### config.mk
export PLATFORM = sky130hd
export DESIGN_NAME = alu_2
export DESIGN_NICKNAME = d
export VERILOG_FILES = /design/src/rtl/alu_2.sv
export SDC_FILE = /design/constraint.sdc
export NUM_CORES = 1
export LEC_CHECK = 0
export CORE_MARGIN = 2
export CORE_UTILIZATION = 40
export CTS_BUF_LIST = sky130_fd_sc_hd__clkbuf_8
export DETAILED_ROUTE_END_ITERATION = 6
export GPL_TIMING_DRIVEN = 0
export SYNTH_ARGS = -nofsm -noshare
export SYNTH_HDL_FRONTEND = slang
export SYNTH_SLANG_ARGS = --single-unit
### constraint.sdc
create_clock -name CLk -period 8.42 [get_ports CLk]
set_input_delay 0.842 -clock CLk [delete_from_list [all_inputs] [get_ports CLk]]
set_output_delay 0.842 -clock CLk [all_outputs]
set_load 0.03 [all_outputs]
### src/rtl/alu_2.sv
// alu_2: multi-cycle 8-bit unsigned ALU (add, subtract, multiply).
// Operands A then B arrive serially on inbus. Results leave on the registered
// outbus. A product is shown as its low byte and then its high byte.
// One 8-bit ripple-carry adder does all the arithmetic. Multiply runs as eight
// shift-add steps through that same adder.
module alu_2 (
  input  logic       CLk,
  input  logic       RST,
  input  logic       Begin,
  input  logic [1:0] op,
  input  logic [7:0] inbus,
  output logic [7:0] outbus
);

  typedef enum logic [2:0] {
    IDLE,
    LOAD_B,
    EXEC,
    MUL,
    OUT_LO,
    OUT_HI,
    DONE
  } state_e;

  localparam logic [1:0] OP_ADD  = 2'd0;
  localparam logic [1:0] OP_SUB  = 2'd1;
  localparam logic [1:0] OP_MUL  = 2'd2;
  localparam logic [1:0] OP_RSVD = 2'd3;

  state_e      state_q, state_d;
  logic [7:0]  a_q, a_d;
  logic [7:0]  b_q, b_d;
  logic [1:0]  opr_q, opr_d;
  logic [15:0] prod_q, prod_d;
  logic [2:0]  cnt_q, cnt_d;
  logic [7:0]  out_q, out_d;

  logic [7:0]  addA;
  logic [7:0]  addB;
  logic        addCin;
  logic [7:0]  addSum;
  logic [8:0]  carry;

  assign outbus = out_q;

  // Adder operand steering.
  // During MUL the adder adds the partial product's high byte and the gated
  // multiplicand. Otherwise it works on A and B, and subtract becomes A + ~B + 1.
  always_comb begin
    addA   = a_q;
    addB   = b_q;
    addCin = 1'b0;
    if (state_q == MUL) begin
      addA = prod_q[15:8];
      addB = b_q[cnt_q] ? a_q : 8'h00;
    end else if (opr_q == OP_SUB) begin
      addB   = ~b_q;
      addCin = 1'b1;
    end
  end

  // The 8-bit ripple-carry adder. carry[8] is the carry out. The accumulator
  // shifts it into its top bit during multiply. Add and subtract discard it.
  assign carry[0] = addCin;
  for (genvar i = 0; i < 8; i++) begin : g_ripple
    assign addSum[i]  = addA[i] ^ addB[i] ^ carry[i];
    assign carry[i+1] = (addA[i] & addB[i]) | (carry[i] & (addA[i] ^ addB[i]));
  end

  // Next-state logic and datapath updates for the sequencer.
  // Every register holds its value unless the current state updates it.
  always_comb begin
    state_d = state_q;
    a_d     = a_q;
    b_d     = b_q;
    opr_d   = opr_q;
    prod_d  = prod_q;
    cnt_d   = cnt_q;
    out_d   = out_q;
    case (state_q)
      IDLE: begin
        if (Begin) begin
          a_d     = inbus;
          opr_d   = op;
          state_d = LOAD_B;
        end
      end
      LOAD_B: begin
        b_d     = inbus;
        state_d = EXEC;
      end
      EXEC: begin
        case (opr_q)
          OP_ADD, OP_SUB: begin
            out_d   = addSum;
            state_d = DONE;
          end
          OP_MUL: begin
            prod_d  = 16'h0000;
            cnt_d   = 3'd0;
            state_d = MUL;
          end
          OP_RSVD: begin
            out_d   = 8'h00;
            state_d = DONE;
          end
          default: begin
            out_d   = 8'h00;
            state_d = DONE;
          end
        endcase
      end
      MUL: begin
        // {carry, hi, lo} shifts right one place per step. After eight
        // steps, A times bit i of B has landed at weight 2^i.
        prod_d = {carry[8], addSum, prod_q[7:1]};
        cnt_d  = cnt_q + 3'd1;
        if (cnt_q == 3'd7) begin
          state_d = OUT_LO;
        end
      end
      OUT_LO: begin
        out_d   = prod_q[7:0];
        state_d = OUT_HI;
      end
      OUT_HI: begin
        out_d   = prod_q[15:8];
        state_d = DONE;
      end
      DONE: begin
        if (!Begin) begin
          state_d = IDLE;
        end
      end
      default: begin
        state_d = IDLE;
      end
    endcase
  end

  // State and datapath registers. The synchronous reset overrides every state,
  // including a multiply in progress.
  always_ff @(posedge CLk) begin
    if (RST) begin
      state_q <= IDLE;
      a_q     <= 8'h00;
      b_q     <= 8'h00;
      opr_q   <= 2'd0;
      prod_q  <= 16'h0000;
      cnt_q   <= 3'd0;
      out_q   <= 8'h00;
    end else begin
      state_q <= state_d;
      a_q     <= a_d;
      b_q     <= b_d;
      opr_q   <= opr_d;
      prod_q  <= prod_d;
      cnt_q   <= cnt_d;
      out_q   <= out_d;
    end
  end

endmodule

# Word-level counts from Yosys, hierarchy flattened
# Cells that the tools add are included.
# classes
addsub,1
mul,0
div_mod_pow,0
n_lt_le_gt_ge,1
eq_ne,15
n_shift,0
muxes,19
n_bitwise,41
n_reduce_logical,10
# ops
cell,count
$mux W8,4
$pmux W16 S2,1
$pmux W8 S3,1
$pmux W3 S7,1
$and A1 B1 Y1,16
$mux W16,1
$pmux W8 S2,1
$xor A1 B1 Y1,16
$eq A3 B3 Y1 const B,4
$mux W3,4
$pmux W3 S2,2
$not A8 Y8,1
$or A1 B1 Y1,8
$eq A3 B2 Y1 const B,2
$ne A2 B2 Y1 const B,3
$reduce_and A2 Y1,3
$eq A2 B2 Y1 const B,2
$lt A3 B4 Y1 const B,1
$add A3 B1 Y3 const B,1
$bmux W1 S3,1
$eq A3 B1 Y1 const B,1
$logic_not A3 Y1,1
$mux W1,3
$ne A3 B3 Y1 const B,1
8 further kinds,8
# totals
reg_bits,48
latchBits,0
mem_bits_rw,0
mem_bits_ro,0
input_bits,13
elab_cells,94
mem_count,0

# Longest topological paths before layout
# Gate-level depths: netlist of run 1.
# logic_depth
depth_word,22
mapped_depth,20
ltp_nobuf,18

# Worst setup path before layout of run 1
# OpenSTA, ideal clock, no wires.
# synth_timing
kind,register to register
startpoint,register cnt_q[0]
endpoint,register out_q[7] (netlist: outbus[7])
t_arrival_ns,4.950
setup_slack_ns,3.392
stages_incl_launch_ff,20
n_path_buf,2
period_less_slack_ns,5.028
cell_sequence,dfxtp_1 buf_6 mux2_4 or3_1 and4b_1 buf_6 a22o_1 fa_1 fa_1 fa_1 fa_1 fa_1 inv_1 fa_1 inv_1 fa_1 inv_1 fa_1 o221a_2 nor3_1
# synth_via
elab_chain_cells,22
elab_cells_between_ends,36
classes_between,6 x mux; 30 x bitwise
# synth_rtl
element,line,text
from (decl),35,"logic [2:0] cnt_q, cnt_d;"
from (signal assigned),158,cnt_q <= cnt_d;
$bmux W1 S3 *,55,addB = b_q[cnt_q] ? a_q : 8'h00;
$mux W1 (not written as such) *,55,
$mux W8 *,55,
$mux W8 *,53,if (state_q == MUL) begin
$xor A1 B1 Y1,67,assign carry[i+1] = (addA[i] & addB[i]) | (carry[i] & (addA[i] ^ addB[i]));
$and A1 B1 Y1,67,
$or A1 B1 Y1,67,
$and A1 B1 Y1,67,
(+6 left out),-,
$or A1 B1 Y1,67,
$and A1 B1 Y1,67,
$or A1 B1 Y1,67,
$and A1 B1 Y1,67,
$or A1 B1 Y1,67,
$xor A1 B1 Y1 *,66,assign addSum[i] = addA[i] ^ addB[i] ^ carry[i];
$pmux W8 S2 *,93,case (opr_q)
$pmux W8 S3 *,80,case (state_q)
to (signal assigned),159,out_q <= out_d;
to (decl),36,"logic [7:0] out_q, out_d;"
# Every way passes the cells marked *; elsewhere a longest branch is shown, timed or not. The select of a mux whose other input is x is not followed.
# A chain may end at the register's enable or synchronous reset.

# Final worst setup path of run 1
# Same ends and word-level chain as after synthesis.

==> results by group, run 1 <==
Setup path
  – Critical Path Source Type: register
  – Critical path class: reg2reg
  – CP arrival: 5590 ps
  – Worst R2R Path Depth: 19
  – Crit Path Max Fanout: 8
  – Worst Setup End Kind: register
  – Required @ worst endpoint: 8660 ps

CTS
  – Worst-skew pair later-pin latency: 310 ps
  – CTS tree: yes
  – Count of hold buffers inserted by post-cts repair: 0
  – Clk root buf: clkbuf_8
  – Postcts setup bufs: 0
  – Cts repair resizes: 0
  – H-tree depth: 2
  – Worst-path clk slew: 100 ps
  – Clk buf depth: 2
  – Clk sinks: 48
  – CTS Buf Count: 5

Drt
  – Routed len/inst: 14.5 microns
  – Antenna viol nets, final: 0
  – Drt first-iter violations: 97
  – Post-Route WL: 5.66 mm
  – DRC violations left: 0
  – Vias/cell: 5.18
  – Detailed-route via count: 2026
  – DR pass1 iterations: 4

Timing
  – Final hold viol count: 0
  – Total negative slack: 0 ps
  – Worst-margin pin slew: 976 ps
  – Final Max Slew Viols: 0
  – Max Clock Skew: 9.40 ps
  – Final Worst Setup Slack: 3070 ps
  – Max Clock Freq: 0.187 GHz
  – Fin crit share: 63.5%
  – RSZ-0062 raised after global routing: false
  – Min Tclk post-route: 5350 ps
  – Relative slew slack: 34.4%
  – Final setup vio count: 0

Synthesis
  – Mapped Nets: 312
  – Cells after Synth: 289
  – Synth top area cells: dfxtp_1, mux2i_1, nor2_1
  – Yosys top cell area share: 38.6%
  – #FFs+latches synth: 48
  – Sequential area share after synthesis: 38.6%
  – Main flop type after synthesis: dfxtp_1
  – Post-synthesis cell type count: 38
  – Mapped Avg Cell Area: 8.62 sq um
  – Async S/R FF share, synth: 0%
  – Number of flops mapped to enable cells by yosys: 0
  – Yosys warnings: 0
  – Yosys top cell by area: dfxtp_1
  – Syn Std Cell Area: 2490 sq um

Run status
  – Outcome: finished clean

Cells and area
  – N_diodes: 0
  – Final #Nets: 338
  – P&R area growth vs syn: 15.1%
  – Layout cells sized above 1: 6.96%
  – Layout Utilization: 48.1%

Power
  – Power Dens Cells: 212 nW/um^2
  – VDD IR max: 0.123 mV
  – P_leak: 1.10 nW

Die
  – Area of the core: 5960 sq um
  – Starting Density: 41.8%
  – Die height: 82.9 microns
  – Chip Width: 82.9 microns
  – Die area: 6870 sq um
  – Num ports: 21
  – # rows: 28

Global routing
  – First-pass GRT wire length: 9.67 mm
  – Largest net degree at the start of global routing: 17
  – Global Route Usage Sum: 17.2%
  – Antenna violations before repair: 0
  – Vias in the first global route: 1973
  – Grt total ovfl: 0

Placed design
  – Post-place setup slack: 3080 ps
  – Port Buf Inserts: 19
  – Detailed Place HPWL: 4.31 mm
  – GPL Wtd Cong: 0.792

Min path
  – Hold Crit Depth: 2
  – Worst Hold Class: reg2reg

Flow run
  – Max-cap viol count: 0
==> kinds of logic (layout without fill, tap and decap cells) <==
logic type	after synthesis	count (layout)	share of synthesized area, %
simple gates	112	112	19.6
mux	22	22	9.04
fa+ha+maj	10	10	7.44
compound gates	61	61	17.4
buf+inv	28	55	5.03
xor+xnor	8	8	2.81
flops	48	48	38.6
==> final timing paths <==
kind	start	to	slack, ps
hold reg to reg	a_q[4]	a_q[4]	480
hold / removal	a_q[4]	a_q[4]	480
setup reg to reg	cnt_q[0]	outbus[7]	3070
setup / recovery	cnt_q[0]	outbus[7]	3070
==> metrics by stage <==
stage | std cells | total power, mW | area [sq um] | hold WS, ps
global route | 391 | 0.648 | 2870 | 503
CTS | 391 | 0.615 | 2870 | 484
global placement | 383 | 0.469 | 2770 | 466
finish | 391 | 0.609 | 2870 | 483
detailed placement | 383 | 0.472 | 2770 | 471
floorplan | 289 | 0.411 | 2490 | 449
==> registers in the layout, summed over array words and instances, names as in the netlist <==
name,count
state_q,3
outbus,8
prod_q,16
cnt_q,3
b_q,8
a_q,8
opr_q,2
==> layout by cell type, fill, tap and decap left out, types with 8 or more instances in the layout <==
cell type / Yosys / routed
dfxtp_1: 48 / 48
clkdlybuf4s50_1: 0 / 19
nand2_1: 40 / 40
xor2_1: 8 / 8
clkbuf_1: 13 / 13
fa_1: 8 / 8
a21oi_1: 21 / 21
nor2_1: 51 / 51
a22oi_1: 17 / 17
mux2i_1: 21 / 21
==> worst max-delay path: stages (launching register included) <==
cell	delay, ps
dfxtp_1	360
buf_6	140
mux2_4	300
or3_1	300
and4b_1	210
buf_6	130
a22o_1	240
fa_1	410
fa_1	400
fa_1	400
fa_1	400
fa_1	380
inv_1	80
fa_1	170
inv_1	50
fa_1	350
inv_1	80
fa_1	450
o221a_2	300
nor3_1	110
==> cell usage after synthesis (all sizes together) (2+ instances only) <==
cell type and number:
nand2b 2, dfxtp 48, nand3b 2, a31oi 2, nor2b 3, clkbuf 13
a21oi 21, buf 8, o221a 2, nor2 51, fa 8, a22oi 17
o21ai 2, inv 7, a22o 6, nor4 2, nor3 6, ha 2
xor2 8, and2 2, a211oi 7, nand2 40, mux2i 21
==> metal layers <==
metal	global-route usage (%)	wire length [microns]	part of all wire, %	vias to the layer above
met4	4.02	51	0.90	0
met5	0	0	0	-
li1	-	-	-	1048
met3	3.68	171	3.0	8
met2	28.7	2680	47	29
met1	22.9	2760	49	941
==> power breakdown <==
part,internal [mW],leakage [nW],total (mW),switching (mW)
Sequential,0.249,0.391,0.265,0.0157
Clock,0.0590,0.0404,0.144,0.0847
Combinational,0.0842,0.671,0.200,0.116
Total,0.393,1.10,0.609,0.216
==> area by class of cell <==
| type | instances | area (sq um) |
|---|---|---|
| Timing Repair Buffer | 19 | 190 |
| Buffer | 21 | 98.8 |
| Tap cell | 75 | 93.8 |
| Sequential cell | 48 | 961 |
| Clock inverter | 3 | 23.8 |
| Clock buffer | 5 | 68.8 |
| Inverter | 7 | 26.3 |
| Fill cell | 631 | 3090 |
| Multi-Input combinational cell | 213 | 1400 |
(Power assumes the default switching activity.)
==> inputs of run 2 (changes only) <==
Clock period 8.42 ns to 4.4 ns, I/O delays scaled along.
==> results by group, run 2 (synthesis gave the netlist of run 1 again) <==
Placed design
  – Detailed Place HPWL: 4.33 mm
  – Post-place setup slack: -641 ps
  – Port Buf Inserts: 19
  – Placed standard-cell area: 2790 sq um
  – GPL Wtd Cong: 0.803

Setup path
  – CP arrival: 5090 ps
  – Worst R2R Path Depth: 17
  – Crit Path Max Fanout: 3
  – Worst Setup End Kind: register
  – Critical Path, Cell by Cell: mux2_4 > or3_1 > and4b_2 > a22o_1 > fa_2 > fa_2 > fa_2 > fa_2 > fa_2 > inv_2 > fa_2 > inv_2 > fa_2 > inv_2 > fa_2 > o221a_2 > nor3_2
  – Top cell by count, worst path: fa_2
  – R2R setup slack: -440 ps
  – Critical path's slowest cell: fa_2
  – Required @ worst endpoint: 4650 ps
  – Critical Path Source Type: register
  – Critical path's largest stage delay: 450 ps
  – Critical path class: reg2reg

Drt
  – Detailed-route via count: 2058
  – Drt first-iter violations: 79
  – Antenna viol nets, final: 0
  – Vias/cell: 5.25
  – DRC violations left: 0
  – Routed len/inst: 14.8 microns
  – DR pass1 iterations: 4
  – Post-Route WL: 5.79 mm

Cells and area
  – Final non-filler cell area: 2930 sq um
  – P&R area growth vs syn: 17.7%
  – Max reg flops: 16
  – Layout cells sized above 1: 12.6%
  – Largest Register: prod_q
  – Most frequent cells in the layout: nor2_1, dfxtp_1, nand2_1, mux2i_1, a21oi_1
  – Final #Nets: 339
  – N_diodes: 0
  – Most common cell after layout, fill and taps aside: nor2_1
  – Layout Utilization: 49.2%
  – Fill cells: 607

Power
  – Total Power: 1.23 mW
  – VDD IR max: 0.212 mV
  – P_leak: 1.12 nW
  – Power Dens Cells: 418 nW/um^2

Die
  – # rows: 28
  – Chip Width: 82.9 microns
  – Num ports: 21
  – Starting Density: 41.8%
  – Die area: 6870 sq um
  – Area of the core: 5960 sq um
  – Die height: 82.9 microns

Run status
  – Violated checks: negative setup slack
  – Outcome: complete, but fails checks

Global routing
  – Largest net degree at the start of global routing: 15
  – Antenna violations before repair: 0
  – Grt total ovfl: 0
  – First-pass GRT wire length: 9.62 mm
  – Vias in the first global route: 1930
  – Global Route Usage Sum: 17.1%

CTS
  – Clk root buf: clkbuf_8
  – Clk sinks: 48
  – Clk buf depth: 2
  – CTS Buf Count: 5
  – CTS tree: yes
  – Worst-skew pair later-pin latency: 310 ps
  – H-tree depth: 2
  – Worst-path clk slew: 90 ps

Timing
  – Min Tclk post-route: 4840 ps
  – RSZ-0062 raised after global routing: true
  – Worst-margin pin slew: 1010 ps
  – Max Clock Skew: 12.0 ps
  – Final Max Slew Viols: 0
  – Relative slew slack: 32.3%
  – Max Clock Freq: 0.207 GHz
  – Final Worst Setup Slack: -441 ps
  – Final setup vio count: 4
  – Fin crit share: 110%
  – Final hold viol count: 0

Min path
  – Worst Hold Class: reg2reg
  – Hold Crit Depth: 2

Flow run
  – Max-cap viol count: 0
-- run 2: cell count changes in the layout (fill, tap and decap cells not counted), moves of 2 or more --
cell	change
buf_4	+3
buf_6	-2
clkinvlp_4	-2
fa_1	-8
fa_2	+8
inv_1	-2
inv_2	+3
-- run 2: layer usage --
metal | vias up | part of all wire, % | GRT usage, %
met1 | 960 | 48 | 23.6
li1 | 1045 | - | -
met4 | 0 | 0.93 | 4.02
met2 | 46 | 46 | 26.9
met3 | 7 | 5.0 | 4.47
met5 | - | 0 | 0
-- run 2: timing repair --
item,4_1_cts,5_1_grt
setup endpoints to repair,6,6
gates resized for setup,6,4
pin swaps,11,3
hold buffers,0,0
buffers inserted,3,0
-- run 2: layout make-up --
type | instances | area [sq um] | share of cell area, %
repair buffers | 22 | 213 | 7.26
clock inverters | 3 | 38.8 | 1.32
inverters | 7 | 26.3 | 0.896
well taps | 75 | 93.8 | 3.20
plain buffers | 19 | 76.3 | 2.60
multi-input cells | 213 | 1450 | 49.5
clock buffers | 5 | 68.8 | 2.35
flip-flops and latches | 48 | 965 | 32.9
-- run 2: path summary, 6_finish.rpt --
kind | from | to
min reg2reg | a_q[5] | a_q[5]
max reg2reg | cnt_q[0] | outbus[7]
max | cnt_q[0] | outbus[7]
min | a_q[5] | a_q[5]
-- run 2: critical path, delay by kind of cell, from the launching register on --
kind | cells | cell delay [ps]
and+or+nand+nor | 3 | 620
DFF | 1 | 370
buffers and inverters | 3 | 160
adders and majority gates | 8 | 2740
muxes | 1 | 300
AOI/OAI and AO/OA | 2 | 570
-- run 2: per-stage QoR --
stage,hold slack (ps),instances,TNS (ps)
final,487,392,-810
after global routing,513,392,-1450
after CTS,486,393,-1140
after detailed placement,474,383,-1840
after global placement,466,383,-1530
after floorplan,449,289,-614
-- run 2: power breakdown --
part	internal, mW	switching (mW)
Combinational	0.170	0.230
Clock	0.167	0.153
Sequential	0.477	0.0300
==> variant: new RTL, settings of run 2 <==
Register the inputs `Begin`, `op` and `inbus` before use. The logic sees them one clock later. Comments in the files are not updated.
--- a/src/rtl/alu_2.sv
+++ b/src/rtl/alu_2.sv
@@ -26,6 +26,16 @@
   localparam logic [1:0] OP_SUB  = 2'd1;
   localparam logic [1:0] OP_MUL  = 2'd2;
   localparam logic [1:0] OP_RSVD = 2'd3;
+
+  logic Begin_q;
+  logic [1:0] op_q;
+  logic [7:0] inbus_q;
+
+  always_ff @(posedge CLk) begin
+    Begin_q <= Begin;
+    op_q    <= op;
+    inbus_q <= inbus;
+  end
 
   state_e      state_q, state_d;
   logic [7:0]  a_q, a_d;
@@ -79,14 +89,14 @@
     out_d   = out_q;
     case (state_q)
       IDLE: begin
-        if (Begin) begin
-          a_d     = inbus;
-          opr_d   = op;
+        if (Begin_q) begin
+          a_d     = inbus_q;
+          opr_d   = op_q;
           state_d = LOAD_B;
         end
       end
       LOAD_B: begin
-        b_d     = inbus;
+        b_d     = inbus_q;
         state_d = EXEC;
       end
       EXEC: begin
@@ -128,7 +138,7 @@
         state_d = DONE;
       end
       DONE: begin
-        if (!Begin) begin
+        if (!Begin_q) begin
           state_d = IDLE;
         end
       end
Function: changed (a bounded check fails within 4 cycles, from zero or initial values and one cycle with RST high).
==> variant against run 2 <==
The run still ends with setup timing left. Cell area rose by 11%. Clock skew decreased by 0.0029 ns. Fmax rose by 3.4%. Synthesized cell count increased by 3.1%. Critical endpoint unchanged. Die area increased by 8.2%. Worst setup slack gained 0.16 ns. Sequential cell count grew 11. Wire length down 1.3%. Area after synthesis up 8.6%. Non-clock buffer count grew 1.
Power is not compared: it rests on default switching activity, and its combinational part moved more than twofold at a synthesized area within 25%.
==> variant: results (changes against run 2) <==
Cells and area:
- The number of signal-net buffers in the layout is 42 (+2.4%).
- The share of the final layout cell area in sequential cells is 36.3% (+3.4 points).
- The buffer share of cell area is 9.71% (-0.15 points).
- The clock network area share is 6.41% (+2.7 points).
- The fraction of final layout cells with drive strength greater than 1 is 14.9% (+2.3 points).
- The finished layout cell area is 0.00326 sq mm (+11%).
- The final non-filler cell total was 413 (+5.4%).
- The net total in the final layout is 354 (+4.4%).

Yosys:
- The synthesized net count is 321 (+2.9%).
- The commonest cells after synthesis are sky130_fd_sc_hd__dfxtp_1, sky130_fd_sc_hd__nor2_1, sky130_fd_sc_hd__nand2_1, sky130_fd_sc_hd__a21oi_1, sky130_fd_sc_hd__mux2i_1.
- The sequential area share after synthesis came to 43.7% (+5.1 points).
- The area of the mapped netlist is 0.00270 sq mm (+8.6%).

Routing:
- The total met2 wirelength after detailed routing is 2640 um (-1.6%).
- The detailed-route wire length is 5720 um (-1.3%).
- The met1 routed wirelength after detailed routing is 2740 um (-1.1%).
- The number of vias after detailed routing is 2101 (+2.1%).
- The met3 routed wirelength was 272 um (-5.9%).
- The first-iteration detailed-routing DRC count is 62 (-22%).

Hold path:
- In this run the most critical hold path is launched from op_q[1].
- For hold timing, the worst endpoint is opr_q[1].

Worst setup path:
- The arrival time of the worst setup path is 4.94 ns (-0.15 ns).
- The highest fanout seen on the critical path is 4 (+1).
- On the critical path, the stage with the largest delay is an instance of sky130_fd_sc_hd__fa_1.
- The minimum setup slack among reg-to-reg paths was -0.28 ns (+0.16 ns).
- The delay of the slowest cell on the worst path was 0.39 ns (-0.06 ns).

Global routing:
- The first-pass GRT wire length is 9770 um (+1.6%).
- The global-route usage over all layers is 17.0% (-0.17 points).
- The met1 capacity usage during global routing came to 22.2% (-1.5 points).

STA:
- The worst hold margin is 0.437 ns (-0.0494 ns).
- The worst setup slack after layout is -0.282 ns (+0.158 ns).
- The worst max-slew margin expressed relative to the limit was 39.0% (+6.6 points).
- The number of setup violations in the final report came to 2 (-2).
- The setup skew after layout is 0.00902 ns (-0.00295 ns).

Outcome:
- The checks that failed: setup timing.
- The run finished, with violations left.

Place:
- The number of instances in the placed design is 395 (+3.1%).
- The total of buffers placed on input and output ports is 20 (+1).

Clock network:
- The source-to-sink clock delay at the later pin of the worst-skew pair is 0.34 ns (+0.03 ns).
variant: changes by cell type after synthesis, sizes merged, moves of 3 or more:
| cell | delta |
|---|---|
| buf | +4 |
| clkbuf | -5 |
| dfxtp | +11 |
| nand2b | +3 |
| nor2b | +3 |
| nor3 | -4 |
variant: worst max-delay path, delay by kind of cell, from the launching register on:
kind / cells / cell delay, ns
AOI/OAI and AO/OA: 3 / 0.49
DFF: 1 / 0.37
muxes: 1 / 0.29
buffers and inverters: 4 / 0.25
and+or+nand+nor: 2 / 0.54
adders and majority gates: 8 / 2.67
variant: logic make-up (layout without fill, tap and decap cells):
group           count (synthesis)  in the layout  share of synthesized area (%)
simple gates                  112            112                           18.0
compound gates                 61             61                           16.1
flops                          59             59                           43.7
buf+inv                        27             65                           4.77
mux                            21             21                           7.96
fa+ha+maj                      10             10                           6.85
xor+xnor                        8              8                           2.59
